===== src/rtl/qspi_xfer_if.sv =====
`default_nettype none
// ---------------------------------------------------------------------------
// qspi_xfer_if : memory-bus request/response and QSPI pad signals of qspi_xfer
// Revision 1.0
// ---------------------------------------------------------------------------
interface qspi_xfer_if #(
  parameter int ADR_W = 22
);
  logic             sel_rom_ram_i;
  logic             stb_i;
  logic             we_i;
  logic [3:0]       be_i;
  logic [ADR_W-1:0] adr_i;
  logic [31:0]      dat_i;
  logic             ack_o;
  logic [31:0]      dat_o;
  logic             cs_ram_on;
  logic             cs_rom_on;
  logic             sck_o;
  logic [3:0]       sd_i;
  logic [3:0]       sd_o;
  logic [3:0]       sd_oen_o;

  // Master is the bus decoder plus the pad/flash side; slave is the engine.
  modport master (
    output sel_rom_ram_i, stb_i, we_i, be_i, adr_i, dat_i, sd_i,
    input  ack_o, dat_o, cs_ram_on, cs_rom_on, sck_o, sd_o, sd_oen_o
  );

  modport slave (
    input  sel_rom_ram_i, stb_i, we_i, be_i, adr_i, dat_i, sd_i,
    output ack_o, dat_o, cs_ram_on, cs_rom_on, sck_o, sd_o, sd_oen_o
  );
endinterface
`default_nettype wire


===== src/rtl/qspi_xfer.sv =====
`default_nettype none
// ---------------------------------------------------------------------------
// qspi_xfer : QPI transaction engine, one word read/write to external ROM/RAM
// Revision 1.0
// ---------------------------------------------------------------------------
module qspi_xfer #(
  parameter int         ADR_W  = 22,
  parameter int         DUMMY  = 4,
  parameter logic [7:0] CMD_RD = 8'hEB,
  parameter logic [7:0] CMD_WR = 8'h38
) (
  input  wire logic  clk_i,
  input  wire logic  rst_i,
  qspi_xfer_if.slave bus
);
  localparam int MAX_SLOTS = (DUMMY > 8) ? DUMMY : 8;
  localparam int CNT_W     = $clog2(MAX_SLOTS);

  localparam logic [2:0] ST_IDLE  = 3'd0;
  localparam logic [2:0] ST_CMD   = 3'd1;
  localparam logic [2:0] ST_ADDR  = 3'd2;
  localparam logic [2:0] ST_DUMMY = 3'd3;
  localparam logic [2:0] ST_RDATA = 3'd4;
  localparam logic [2:0] ST_WDATA = 3'd5;
  localparam logic [2:0] ST_DONE  = 3'd6;

  logic [2:0]       r_state;
  logic             r_ph;
  logic [CNT_W-1:0] r_cnt;
  logic             r_sel;
  logic             r_we;
  logic [1:0]       r_start;
  logic [2:0]       r_nbytes;
  logic [ADR_W-1:0] r_adr;
  logic [31:0]      r_wdat;
  logic [27:0]      r_rx;
  logic [31:0]      r_dat;

  logic [1:0]       w_lo;
  logic [1:0]       w_hi;
  logic [2:0]       w_nb;
  logic             w_degen;
  logic [CNT_W-1:0] w_last;
  logic [2:0]       w_next;
  logic [31:0]      w_rx_next;
  logic             w_active;
  logic [7:0]       w_cmd;
  logic [23:0]      w_addr24;
  logic [3:0]       w_sd;

  // Byte-enable span: writes cover lowest..highest set byte.
  always_comb begin
    w_lo = 2'd0;
    w_hi = 2'd0;
    for (int i = 3; i >= 0; i--) if (bus.be_i[i]) w_lo = 2'(i);
    for (int i = 0; i < 4; i++)  if (bus.be_i[i]) w_hi = 2'(i);
  end

  assign w_nb      = {1'b0, w_hi} - {1'b0, w_lo} + 3'd1;
  assign w_degen   = bus.we_i && (bus.sel_rom_ram_i || (bus.be_i == 4'd0));
  assign w_rx_next = {r_rx, bus.sd_i};

  always_comb begin
    w_last = '0;
    w_next = ST_IDLE;
    case (r_state)
      ST_CMD: begin
        w_last = CNT_W'(1);
        w_next = ST_ADDR;
      end
      ST_ADDR: begin
        w_last = CNT_W'(5);
        if (r_we)            w_next = ST_WDATA;
        else if (DUMMY > 0)  w_next = ST_DUMMY;
        else                 w_next = ST_RDATA;
      end
      ST_DUMMY: begin
        w_last = CNT_W'(DUMMY - 1);
        w_next = ST_RDATA;
      end
      ST_RDATA: begin
        w_last = CNT_W'(7);
        w_next = ST_DONE;
      end
      ST_WDATA: begin
        w_last = CNT_W'({r_nbytes, 1'b0} - 4'd1);
        w_next = ST_DONE;
      end
      default: begin
        w_last = '0;
        w_next = ST_IDLE;
      end
    endcase
  end

  always_ff @(posedge clk_i or posedge rst_i) begin
    if (rst_i) begin
      r_state  <= ST_IDLE;
      r_ph     <= 1'b0;
      r_cnt    <= '0;
      r_sel    <= 1'b0;
      r_we     <= 1'b0;
      r_start  <= 2'd0;
      r_nbytes <= 3'd0;
      r_adr    <= '0;
      r_wdat   <= 32'd0;
      r_rx     <= 28'd0;
      r_dat    <= 32'd0;
    end else begin
      case (r_state)
        ST_IDLE: begin
          r_ph  <= 1'b0;
          r_cnt <= '0;
          if (bus.stb_i) begin
            r_sel    <= bus.sel_rom_ram_i;
            r_we     <= bus.we_i;
            r_adr    <= bus.adr_i;
            r_start  <= bus.we_i ? w_lo : 2'd0;
            r_nbytes <= w_nb;
            // Pre-align so the first byte to send sits in [7:0].
            r_wdat   <= bus.dat_i >> {w_lo, 3'b000};
            r_state  <= w_degen ? ST_DONE : ST_CMD;
          end
        end
        ST_DONE: begin
          r_state <= ST_IDLE;
        end
        default: begin
          r_ph <= ~r_ph;
          if (r_ph) begin
            if (r_state == ST_RDATA) r_rx <= w_rx_next[27:0];
            if (r_cnt == w_last) begin
              r_cnt   <= '0;
              r_state <= w_next;
              if (r_state == ST_RDATA)
                r_dat <= {w_rx_next[7:0], w_rx_next[15:8],
                          w_rx_next[23:16], w_rx_next[31:24]};
            end else begin
              r_cnt <= r_cnt + CNT_W'(1);
            end
          end
        end
      endcase
    end
  end

  assign w_active = (r_state == ST_CMD)   || (r_state == ST_ADDR) ||
                    (r_state == ST_DUMMY) || (r_state == ST_RDATA) ||
                    (r_state == ST_WDATA);
  assign w_cmd    = r_we ? CMD_WR : CMD_RD;
  assign w_addr24 = 24'({r_adr, r_start});

  always_comb begin
    w_sd = 4'd0;
    case (r_state)
      ST_CMD:   w_sd = r_cnt[0] ? w_cmd[3:0] : w_cmd[7:4];
      ST_ADDR:  w_sd = 4'(w_addr24 >> (5'd20 - {r_cnt[2:0], 2'b00}));
      ST_WDATA: w_sd = 4'(r_wdat >> ({r_cnt[2:1], 3'b000} + (r_cnt[0] ? 5'd0 : 5'd4)));
      default:  w_sd = 4'd0;
    endcase
  end

  assign bus.sd_o      = w_sd;
  assign bus.sck_o     = w_active & r_ph;
  assign bus.cs_rom_on = ~(w_active & r_sel);
  assign bus.cs_ram_on = ~(w_active & ~r_sel);
  assign bus.sd_oen_o  = ((r_state == ST_CMD) || (r_state == ST_ADDR) ||
                          (r_state == ST_WDATA)) ? 4'h0 : 4'hF;
  assign bus.ack_o     = (r_state == ST_DONE);
  assign bus.dat_o     = r_dat;
endmodule
`default_nettype wire


===== src/flat_wrapper.sv =====
// flat-port wrapper written by rule: the top's interface ports become plain ports
module qspi_xfer_flat 
#(
  parameter int         ADR_W  = 22,
  parameter int         DUMMY  = 4,
  parameter logic [7:0] CMD_RD = 8'hEB,
  parameter logic [7:0] CMD_WR = 8'h38
)
  (clk_i, rst_i, bus_sel_rom_ram_i, bus_stb_i, bus_we_i, bus_be_i, bus_adr_i, bus_dat_i, bus_sd_i, bus_ack_o, bus_dat_o, bus_cs_ram_on, bus_cs_rom_on, bus_sck_o, bus_sd_o, bus_sd_oen_o);
  qspi_xfer_if #(.ADR_W(ADR_W)) bus_i ();
  input  wire logic clk_i;
  input  wire logic rst_i;
  input wire logic [$bits(bus_i.sel_rom_ram_i)-1:0] bus_sel_rom_ram_i;
  input wire logic [$bits(bus_i.stb_i)-1:0] bus_stb_i;
  input wire logic [$bits(bus_i.we_i)-1:0] bus_we_i;
  input wire logic [$bits(bus_i.be_i)-1:0] bus_be_i;
  input wire logic [$bits(bus_i.adr_i)-1:0] bus_adr_i;
  input wire logic [$bits(bus_i.dat_i)-1:0] bus_dat_i;
  input wire logic [$bits(bus_i.sd_i)-1:0] bus_sd_i;
  output wire logic [$bits(bus_i.ack_o)-1:0] bus_ack_o;
  output wire logic [$bits(bus_i.dat_o)-1:0] bus_dat_o;
  output wire logic [$bits(bus_i.cs_ram_on)-1:0] bus_cs_ram_on;
  output wire logic [$bits(bus_i.cs_rom_on)-1:0] bus_cs_rom_on;
  output wire logic [$bits(bus_i.sck_o)-1:0] bus_sck_o;
  output wire logic [$bits(bus_i.sd_o)-1:0] bus_sd_o;
  output wire logic [$bits(bus_i.sd_oen_o)-1:0] bus_sd_oen_o;
  assign bus_i.sel_rom_ram_i = bus_sel_rom_ram_i;
  assign bus_i.stb_i = bus_stb_i;
  assign bus_i.we_i = bus_we_i;
  assign bus_i.be_i = bus_be_i;
  assign bus_i.adr_i = bus_adr_i;
  assign bus_i.dat_i = bus_dat_i;
  assign bus_i.sd_i = bus_sd_i;
  assign bus_ack_o = bus_i.ack_o;
  assign bus_dat_o = bus_i.dat_o;
  assign bus_cs_ram_on = bus_i.cs_ram_on;
  assign bus_cs_rom_on = bus_i.cs_rom_on;
  assign bus_sck_o = bus_i.sck_o;
  assign bus_sd_o = bus_i.sd_o;
  assign bus_sd_oen_o = bus_i.sd_oen_o;
  qspi_xfer #(.ADR_W(ADR_W), .DUMMY(DUMMY), .CMD_RD(CMD_RD), .CMD_WR(CMD_WR)) u_core (.clk_i(clk_i), .rst_i(rst_i), .bus(bus_i));
endmodule

===== config.mk =====
export PLATFORM = sky130hd
export DESIGN_NAME = qspi_xfer_flat
export DESIGN_NICKNAME = d
export VERILOG_FILES = /design/src/rtl/qspi_xfer_if.sv /design/src/rtl/qspi_xfer.sv /design/src/flat_wrapper.sv
export SDC_FILE = /design/constraint.sdc
export NUM_CORES = 1
export LEC_CHECK = 0
export CORE_ASPECT_RATIO = 0.9
export CORE_MARGIN = 8
export CORE_UTILIZATION = 55
export CTS_CLUSTER_DIAMETER = 100
export CTS_CLUSTER_SIZE = 24
export DETAILED_ROUTE_END_ITERATION = 7
export PLACE_DENSITY = 0.83
export SKIP_CTS_REPAIR_TIMING = 1
export SYNTH_ARGS = -nofsm -noshare
export SYNTH_HDL_FRONTEND = slang
export SYNTH_SLANG_ARGS = --single-unit
export TNS_END_PERCENT = 5

===== constraint.sdc =====
create_clock -name clk_i -period 12 [get_ports clk_i]
set_input_delay 2.4 -clock clk_i [delete_from_list [all_inputs] [get_ports clk_i]]
set_output_delay 2.4 -clock clk_i [all_outputs]
set_load 0.05 [all_outputs]

==> results of run 1 <==
power groups by stage:
stage | logic (mW) | registers (mW) | clock network [mW]
3_3_place_gp | 0.677 | 0.696 | 0
5_1_grt | 0.751 | 0.716 | 0.570
6_report | 0.699 | 0.696 | 0.543
3_5_place_dp | 0.697 | 0.700 | 0
4_1_cts | 0.702 | 0.695 | 0.551
2_1_floorplan | 0.573 | 0.626 | 0
per-stage QoR:
stage,setup WS (ps),instances
4_1_cts,6240,760
3_3_place_gp,6824,728
3_5_place_dp,6695,728
6_report,6257,760
2_1_floorplan,6216,490
5_1_grt,6072,760
how the worst max path moves through the flow:
stage / end / slack, ps / cells past startpoint
after global routing: bus_sd_o[3] / 6070 / 5
after detailed placement: bus_sd_o[3] / 6700 / 5
after floorplan: u_core.bus.dat_o[0]$_DFFE_PP0P_ / 6220 / 1
after CTS: bus_sd_o[3] / 6240 / 5
after global placement: bus_sd_o[3] / 6820 / 5
final: bus_sd_o[3] / 6260 / 5
kinds of logic (layout without fill, tap and decap cells):
kind of cell | count (synthesis) | after routing
DFF | 127 | 127
AOI/OAI and AO/OA | 91 | 91
and+or+nand+nor | 77 | 77
muxes | 147 | 147
adders and majority gates | 5 | 5
buffers and inverters | 41 | 155
xor gates and xnor gates | 2 | 2
metal layers:
layer / track usage (%) / vias up / share of wire, %
li1: - / 2014 / -
met1: 26.39 / 2179 / 44
met2: 32.82 / 138 / 49
met3: 5.389 / 19 / 5.1
met4: 7.557 / 0 / 1.8
met5: 0 / - / 0
sequential cells by signal (all words and copies together) (netlist names):
register,flops
u_core.r_rx,28
u_core.r_adr,22
u_core.bus.dat_o,32
u_core.r_we,1
u_core.r_wdat,32
u_core.r_sel,1
u_core.r_start,2
u_core.r_ph,1
u_core.r_state,3
u_core.r_nbytes,2
u_core.r_cnt,3
layout make-up:
| type | instances | area, µm² |
|---|---|---|
| clock buffers | 18 | 439.2 |
| clock inverters | 14 | 190.2 |
| fillers | 768 | 3227 |
| inverters | 8 | 32.53 |
| multi-input cells | 322 | 2942 |
| flip-flops and latches | 127 | 3178 |
| well taps | 156 | 195.2 |
| repair buffers | 115 | 1139 |
critical path, cell delays in order (launching register included):
cell                              delay, ps
sky130_fd_sc_hd__dfrtp_1                760
sky130_fd_sc_hd__nor2b_1                570
sky130_fd_sc_hd__a221oi_1               180
sky130_fd_sc_hd__o32a_1                 370
sky130_fd_sc_hd__o22ai_1                210
sky130_fd_sc_hd__clkdlybuf4s50_1        850
cells in the mapped netlist, types with 2 or more instances:
cell and number:
sky130_fd_sc_hd__a21oi_1 6, sky130_fd_sc_hd__a221o_1 2, sky130_fd_sc_hd__a221oi_1 6, sky130_fd_sc_hd__a22o_1 9
sky130_fd_sc_hd__a22oi_1 8, sky130_fd_sc_hd__and2_1 2, sky130_fd_sc_hd__and3_1 4, sky130_fd_sc_hd__buf_1 3
sky130_fd_sc_hd__buf_2 8, sky130_fd_sc_hd__buf_4 6, sky130_fd_sc_hd__buf_6 4, sky130_fd_sc_hd__clkbuf_1 12
sky130_fd_sc_hd__dfrtp_1 127, sky130_fd_sc_hd__ha_1 5, sky130_fd_sc_hd__inv_1 7, sky130_fd_sc_hd__mux2_1 2
sky130_fd_sc_hd__mux2_2 76, sky130_fd_sc_hd__mux2_4 30, sky130_fd_sc_hd__mux2i_1 31, sky130_fd_sc_hd__mux4_2 8
sky130_fd_sc_hd__nand2_1 33, sky130_fd_sc_hd__nand2b_1 5, sky130_fd_sc_hd__nand3_1 5, sky130_fd_sc_hd__nor2_1 13
sky130_fd_sc_hd__nor2b_1 4, sky130_fd_sc_hd__nor3_1 4, sky130_fd_sc_hd__o2111ai_1 2, sky130_fd_sc_hd__o21ai_0 32
sky130_fd_sc_hd__o21bai_1 2, sky130_fd_sc_hd__o22ai_1 6, sky130_fd_sc_hd__o32ai_1 2, sky130_fd_sc_hd__or3_1 2
==> metrics.txt, run 1 <==
run status=completed; kind of capture point of the worst setup path=output pin; Hold Vio Cnt, Final=0; Seq cells post-synth=127; TritonCTS clock tree=done; largest family of logic cells by synthesized area=multiplexers; sum of negative setup slack=0 ps; part of the total power dissipated in sequential elements=35.9%; class of the tightest hold or removal check=reg2reg; Internal=1.238 mW; GRT Residual Overflow=0; WP data required=9600 ps; Synth Instances=490; wire length of the first global-routing pass=24,830 µm; Pre-antenna DRT Iters=4; max_slew headroom=27.58%; clock network latency to the later pin of the worst-skew pair=410 ps; power after layout=1.937 mW; Gate power share=36.1%; via count of the first global-routing pass=4,543; PD cells=238.7 mW/mm²; overall die width=129.1 µm; mapped cell area=0.006332 mm²; Die Y=117.8 µm; leakage power total=3.616 nW; worst slack on hold paths=482.7 ps; synth top area cells=sky130_fd_sc_hd__dfrtp_1 (50%), sky130_fd_sc_hd__mux2_2 (14%), sky130_fd_sc_hd__mux2_4 (7.1%); transition time at the pin with the least slew margin=1086 ps; commonest non-fill, non-tap cell in the layout=sky130_fd_sc_hd__dfrtp_1; Site Rows=37; fraction of synthesized cell area in xor and xnor cells=0.2766%; critical path start-end classification=reg2out; crit path launch type=register; Clock Power Share=28.0%; placer congestion estimate=0.8566; standard cell core area=0.01134 mm²; most used flip-flop cell after synthesis=sky130_fd_sc_hd__dfrtp_1; Hold Path Stages=1; final number of max-transition violations=0; routed length per instance=19.75 µm; layout cell share with drive strength beyond 1=26.66%; count of final setup violators=0; end of the worst register-to-register path=u_core.bus.dat_o[1]$_DFFE_PP0P_; compound-cell area share of the yosys netlist=10.53%; Critical Path Source=u_core.r_cnt[1]$_DFFE_PP0P_; worst-case clock buffer depth=2; register-to-register path setup slack=8800 ps; area of the die=0.01521 mm²; detail-routed via count per cell=5.724; Synth Net Count=562; effective utilization at floorplan=55.83%; pin count of the biggest net entering global routing=84; count of nets left with antenna violations after detail routing=0; max_cap viols=0; clock skew after layout=7.750 ps; Max Clk Rate=174.1 MHz; cell type contributing the most total cell area after synthesis=sky130_fd_sc_hd__dfrtp_1; count of flip-flops with a built-in enable after synthesis=0; final antenna diode count=0; count of distinct cell types in the synthesized netlist=56; drt drc=0; number of port buffers=110; share of the core filled with cells in the final layout=71.55%; post-detailed-routing wire length=15,010 µm; fraction of power spent switching nets=36.11%; area share of the leading cell type in the synthesized netlist=50.19%; cell chosen for the clock root=sky130_fd_sc_hd__clkbuf_16; cts bufs inserted=17; Cell Area, Placed=0.007486 mm²; clock sink total=127; area added between synthesis and finish=28.16%; average size of a mapped cell=12.92 µm²; number of DRC violations after detailed-routing iteration 0=258; via count=4,350; final worst path period share=47.86%; total global-route track usage=20.64%; commonest non-fill, non-tap cells in the layout=sky130_fd_sc_hd__dfrtp_1 (127), sky130_fd_sc_hd__clkdlybuf4s50_1 (110), sky130_fd_sc_hd__mux2_2 (76); share of flip-flops with an asynchronous set or reset=100.0%; switching power=699.5 µW; initial antenna violation count=0; startpoint of the tightest hold check path=u_core.bus.dat_o[2]$_DFFE_PP0P_; critical path data arrival time=3340 ps; top fanout value on the critical path=25; simple logic cell fraction of the synthesized area=5.868%; clock-pin transition on the worst setup and hold timing paths=60 ps; post-synthesis sequential area ratio=50.19%; Synth warnings=0; unrepaired setup endpoints after global routing=no; adder-cell share of the synthesized area=0.9879%; final instance area=0.008115 mm²; top-level port count=111; H-tree level count=4; DP Wirelength=10,530 µm; startpoint of the lowest-slack register-to-register path=u_core.r_state[2]$_DFFE_PP0P_; Min-Delay Endpoint=u_core.bus.dat_o[2]$_DFFE_PP0P_; depth of the most critical reg-to-reg path=5; minimum clock period=5743 ps; highest ir drop seen on vdd=0.0001258 V; net count of the finished layout=663; mux contribution to synthesized area=28.73%
No activity file was read; power rests on OpenSTA's default activity.
==> run 2, diff against run 1 <==
- CORE_UTILIZATION: 55 -> 48
- PLACE_DENSITY: 0.83 -> 0.77
- clock period: 12 -> 5.25 ns (I/O delays scaled with it)
==> run 2 against run 1 <==
Effect of this change: largest power group unchanged; setup slack got worse by 5300 ps; clock power increased by 110%; final cell count increased by 1.6%; clock skew about the same; critical endpoint unchanged; register-to-register slack got worse by 6700 ps; via count increased by 0.99%; non-clock buffer count unchanged.
==> metrics.txt, run 2 (synthesized netlist as in run 1, its figures left out) <==
run status=completed; Hold Vio Cnt, Final=0 (unchanged); top-level port count=111 (unchanged); commonest non-fill, non-tap cell in the layout=sky130_fd_sc_hd__dfrtp_1; clock skew after layout=7.843 ps (+0.09306 ps); WP data required=4200 ps (-5400 ps); standard cell with the maximum stage delay on the critical path=sky130_fd_sc_hd__clkdlybuf4s50_1; register-to-register path setup slack=2080 ps (-6720 ps); Die Y=125.0 µm (+6.1%); class of the tightest hold or removal check=reg2reg; Min-Delay Endpoint=u_core.r_wdat[15]$_DFFE_PP0P_; max_cap viols=0 (unchanged); Critical Path, Cell by Cell=nor2b_1 > a221oi_1 > o32a_1 > o22ai_1 > clkdlybuf4s50_1; H-tree level count=4 (unchanged); cell chosen for the clock root=sky130_fd_sc_hd__clkbuf_16; overall die width=137.1 µm (+6.2%); net count of the finished layout=663 (unchanged); via count of the first global-routing pass=4,682 (+3.1%); initial antenna violation count=0 (unchanged); minimum clock period=4325 ps; final worst path period share=82.38%; area added between synthesis and finish=27.58%; Hold Path Stages=2 (+1); top fanout value on the critical path=25 (unchanged); DP Wirelength=10,720 µm (+1.8%); wire length of the first global-routing pass=24,920 µm (+0.39%); post-detailed-routing wire length=15,110 µm (+0.66%); Site Rows=40 (+8.1%); final number of max-transition violations=0 (unchanged); placer congestion estimate=0.9144 (+6.7%); kind of capture point of the worst setup path=output pin; GRT Residual Overflow=0 (unchanged); sum of negative setup slack=0 ps (unchanged); layout cell share with drive strength beyond 1=26.66% (unchanged); routed length per instance=19.57 µm (-0.91%); depth of the most critical reg-to-reg path=5 (unchanged); area of combinational cells with multiple inputs=0.002949 mm² (+0.26%); Cell Area, Placed=0.007508 mm² (+0.30%); number of DRC violations after detailed-routing iteration 0=331 (+28%); critical path start-end classification=reg2out; final antenna diode count=0 (unchanged); max_slew headroom=29.17% (+1.6 points); leakage power total=3.592 nW (-0.65%); commonest non-fill, non-tap cells in the layout=sky130_fd_sc_hd__dfrtp_1 (127), sky130_fd_sc_hd__clkdlybuf4s50_1 (110), sky130_fd_sc_hd__mux2_2 (76); critical path data arrival time=3280 ps (-60 ps); drt drc=0 (unchanged); total global-route track usage=18.29% (-2.3 points); crit path launch type=register; highest ir drop seen on vdd=0.0002861 V (+130%); end of the worst register-to-register path=u_core.bus.dat_o[2]$_DFFE_PP0P_; startpoint of the lowest-slack register-to-register path=u_core.r_state[2]$_DFFE_PP0P_; standard cell core area=0.01311 mm² (+16%); worst-case clock buffer depth=2 (unchanged); PD cells=533.2 mW/mm² (+120%); transition time at the pin with the least slew margin=1063 ps (-23.83 ps); clock network latency to the later pin of the worst-skew pair=410 ps (about the same); startpoint of the tightest hold check path=u_core.r_wdat[15]$_DFFE_PP0P_; unrepaired setup endpoints after global routing=no; delay of the slowest cell on the worst path=840 ps (about the same); detail-routed via count per cell=5.690 (-0.58%); clock-pin transition on the worst setup and hold timing paths=60 ps (about the same); area of the die=0.01713 mm² (+13%); TritonCTS clock tree=done; cts bufs inserted=17 (unchanged); total area of sequential cells=0.003178 mm² (unchanged); number of port buffers=110 (unchanged); pin count of the biggest net entering global routing=70 (-17%); via count=4,393 (+0.99%); Pre-antenna DRT Iters=4 (unchanged); count of final setup violators=0 (unchanged); Max Clk Rate=231.2 MHz; clock sink total=127 (unchanged); number of fill cells=1,031 (+34%); effective utilization at floorplan=48.29% (-7.5 points); final instance area=0.008079 mm² (-0.45%); count of nets left with antenna violations after detail routing=0 (unchanged)
[run 2: changes by cell type in the layout (fill, tap and decap cells not counted), sizes merged]
cell	previous run	this run
bufinv	4	1
inv	9	12
clkinv	7	8
clkinvlp	2	1
[run 2: worst max path at each step]
| stage | depth (start not counted) | end | start | slack (ps) |
|---|---|---|---|---|
| floorplan | 1 | u_core.bus.dat_o[0]$_DFFE_PP0P_ | rst_i | 820 |
| global placement | 5 | bus_sd_o[3] | u_core.r_cnt[1]$_DFFE_PP0P_ | 1460 |
| detailed placement | 5 | bus_sd_o[3] | u_core.r_cnt[1]$_DFFE_PP0P_ | 1370 |
| CTS | 5 | bus_sd_o[3] | u_core.r_cnt[1]$_DFFE_PP0P_ | 910 |
| global route | 6 | bus_sd_o[2] | u_core.r_cnt[1]$_DFFE_PP0P_ | 680 |
| finish | 5 | bus_sd_o[3] | u_core.r_cnt[1]$_DFFE_PP0P_ | 920 |
[run 2: metal layers]
layer / track usage, % / wire (µm) / vias up
met5: 0 / 0 / -
met4: 6.705 / 209 / 0
met3: 5.044 / 821 / 14
met2: 27.60 / 7306 / 126
met1: 24.58 / 6772 / 2236
li1: - / - / 2017
[run 2: cell type report]
type	instances	area share, %
sequential	127	39.34
multi-input combinational	322	36.50
timing repair buffer	115	14.09
clock buffer	18	5.436
tap	168	2.602
clock inverter	14	1.626
inverter	8	0.4027
[run 2: through the flow]
stage | hold slack [ps] | setup slack (ps) | instances | util (%) | power (mW)
detailed placement | 472.2 | 1366 | 740 | 57.26 | 3.187
floorplan | 444.6 | 815.7 | 490 | - | 2.740
CTS | 486.0 | 909.0 | 772 | 61.61 | 4.334
finish | 486.2 | 924.9 | 772 | 61.61 | 4.307
global route | 504.2 | 681.2 | 772 | 61.61 | 4.540
global placement | 465.0 | 1465 | 740 | 57.26 | 3.131
[run 2: power breakdown]
part	leakage (nW)	internal, mW	switching [mW]
sequential	1.66	1.27	0.326
combinational	1.65	0.757	0.839
clock	0.281	0.669	0.449
[run 2: critical path, delay by kind of cell (launching register included)]
family | cells | cell delay, ps
DFF | 1 | 770
buffers and inverters | 1 | 840
and+or+nand+nor | 1 | 560
AOI/OAI and AO/OA | 3 | 700
==> RTL change, RTL diff (config.mk and constraints of run 2) <==
Reset style: synchronous (`rst_i`), changed in one clocked block.
--- a/src/rtl/qspi_xfer.sv
+++ b/src/rtl/qspi_xfer.sv
@@ -93,7 +93,7 @@
     endcase
   end
 
-  always_ff @(posedge clk_i or posedge rst_i) begin
+  always_ff @(posedge clk_i) begin
     if (rst_i) begin
       r_state  <= ST_IDLE;
       r_ph     <= 1'b0;
Check against the original RTL: differs if rst_i is asserted again (counterexample within 4 cycles, from zero or initial values and one cycle with rst_i high); with rst_i held inactive, the same outputs for 10 cycles.
==> RTL change against run 2 <==
Highest routed layer unchanged. Worst hold slack worse by 0.027 ns. Sequential cell count unchanged. Design area down 2.9%. Total power shrank 8.4%. Core utilization grew 0.72 points. Area after synthesis fell by 2.8%. Worst setup slack worse by 0.12 ns. Wire length up 9.3%.
==> RTL change: results (changes against run 2) <==
metric;value;unit;change
fin_area;0.00785;mm^2;-2.9%
drtIter0Drc;499;;+51%
drt-met1-wl;6850;um;+1.2%
multi_input_area_share;41.5;%;+5.0 points
n_all_buffers;118;;+2.6%
critPathTopFamily;flip-flops;;
synth-compound-area-share;21.0;%;+10 points
drive_gt1_share;11.0;%;-16 points
synth_commonest_cells;nand2_1 (147), dfxtp_1 (127), a21oi_1 (108), clkbuf_1 (36), nor2_1 (34);;
seq_area_frac_synth;41.3;%;-8.9 points
grt_pass1_wl;27100;um;+8.7%
arrival;3.39;ns;+0.11 ns
p_leak;2.61;nW;-27%
multi_input_cells;509;;+58%
fin_worst_skew;0.00882;ns;+0.000976 ns
seqCellArea;0.00254;mm^2;-20%
grt_usage;19.7;%;+1.4 points
num-nets-final;853;;+29%
drt-vias-per-instance;5.91;;+3.9%
synth-adder-area-share;1.02;%;+0.028 points
status;finished, final reports clean;;
wl_met2;8410;um;+15%
muxShareOfSynthArea;11.1;%;-18 points
n_clock_buffer;22;;+4
synthesis.nets;787;;+40%
synth-async-reset-ratio;0;%;-100 points
met2_usage;35.2;%;+7.6 points
post-dp-hpwl;10800;um;+0.56%
ys.flop_type;dfxtp_1;;
place_inst;926;;+25%
final-clk-cell-share;8.37;%;+1.3 points
yosysUniqueCellTypes;63;;+13%
coreArea;0.0126;mm^2;-4.0%
RTL change: cell types whose count changed after synthesis, sizes merged, moves of 9 or more:
cell           run 2  this run
a21oi              7       109
a22o               9         0
a22oi              9        18
buf               21        35
clkbuf            12        36
dfrtp            127         0
dfxtp              0       127
mux2             108        18
mux2i             31        12
nand2             33       148
nand4              0        32
nor2              13        36
o21ai             32        14
o31ai              1        32
RTL change: power by group:
group / leakage, nW / switching (mW) / total, mW / internal (mW)
Combinational: 1.26 / 0.969 / 1.44 / 0.469
Clock: 0.312 / 0.426 / 1.30 / 0.879
Sequential: 1.03 / 0.134 / 1.20 / 1.07
Total: 2.61 / 1.53 / 3.95 / 2.42
RTL change: final timing paths:
kind	from	to	slack, ns	depth (start not counted)
setup reg to reg	u_core.r_cnt[0]	u_core.r_state[0]	2.01	4
hold reg to reg	u_core.r_rx[27]	u_core.r_rx[27]	0.46	2
hold / removal	u_core.r_rx[27]	u_core.r_rx[27]	0.46	2
setup / recovery	u_core.r_cnt[2]	bus_sd_o[0]	0.81	6
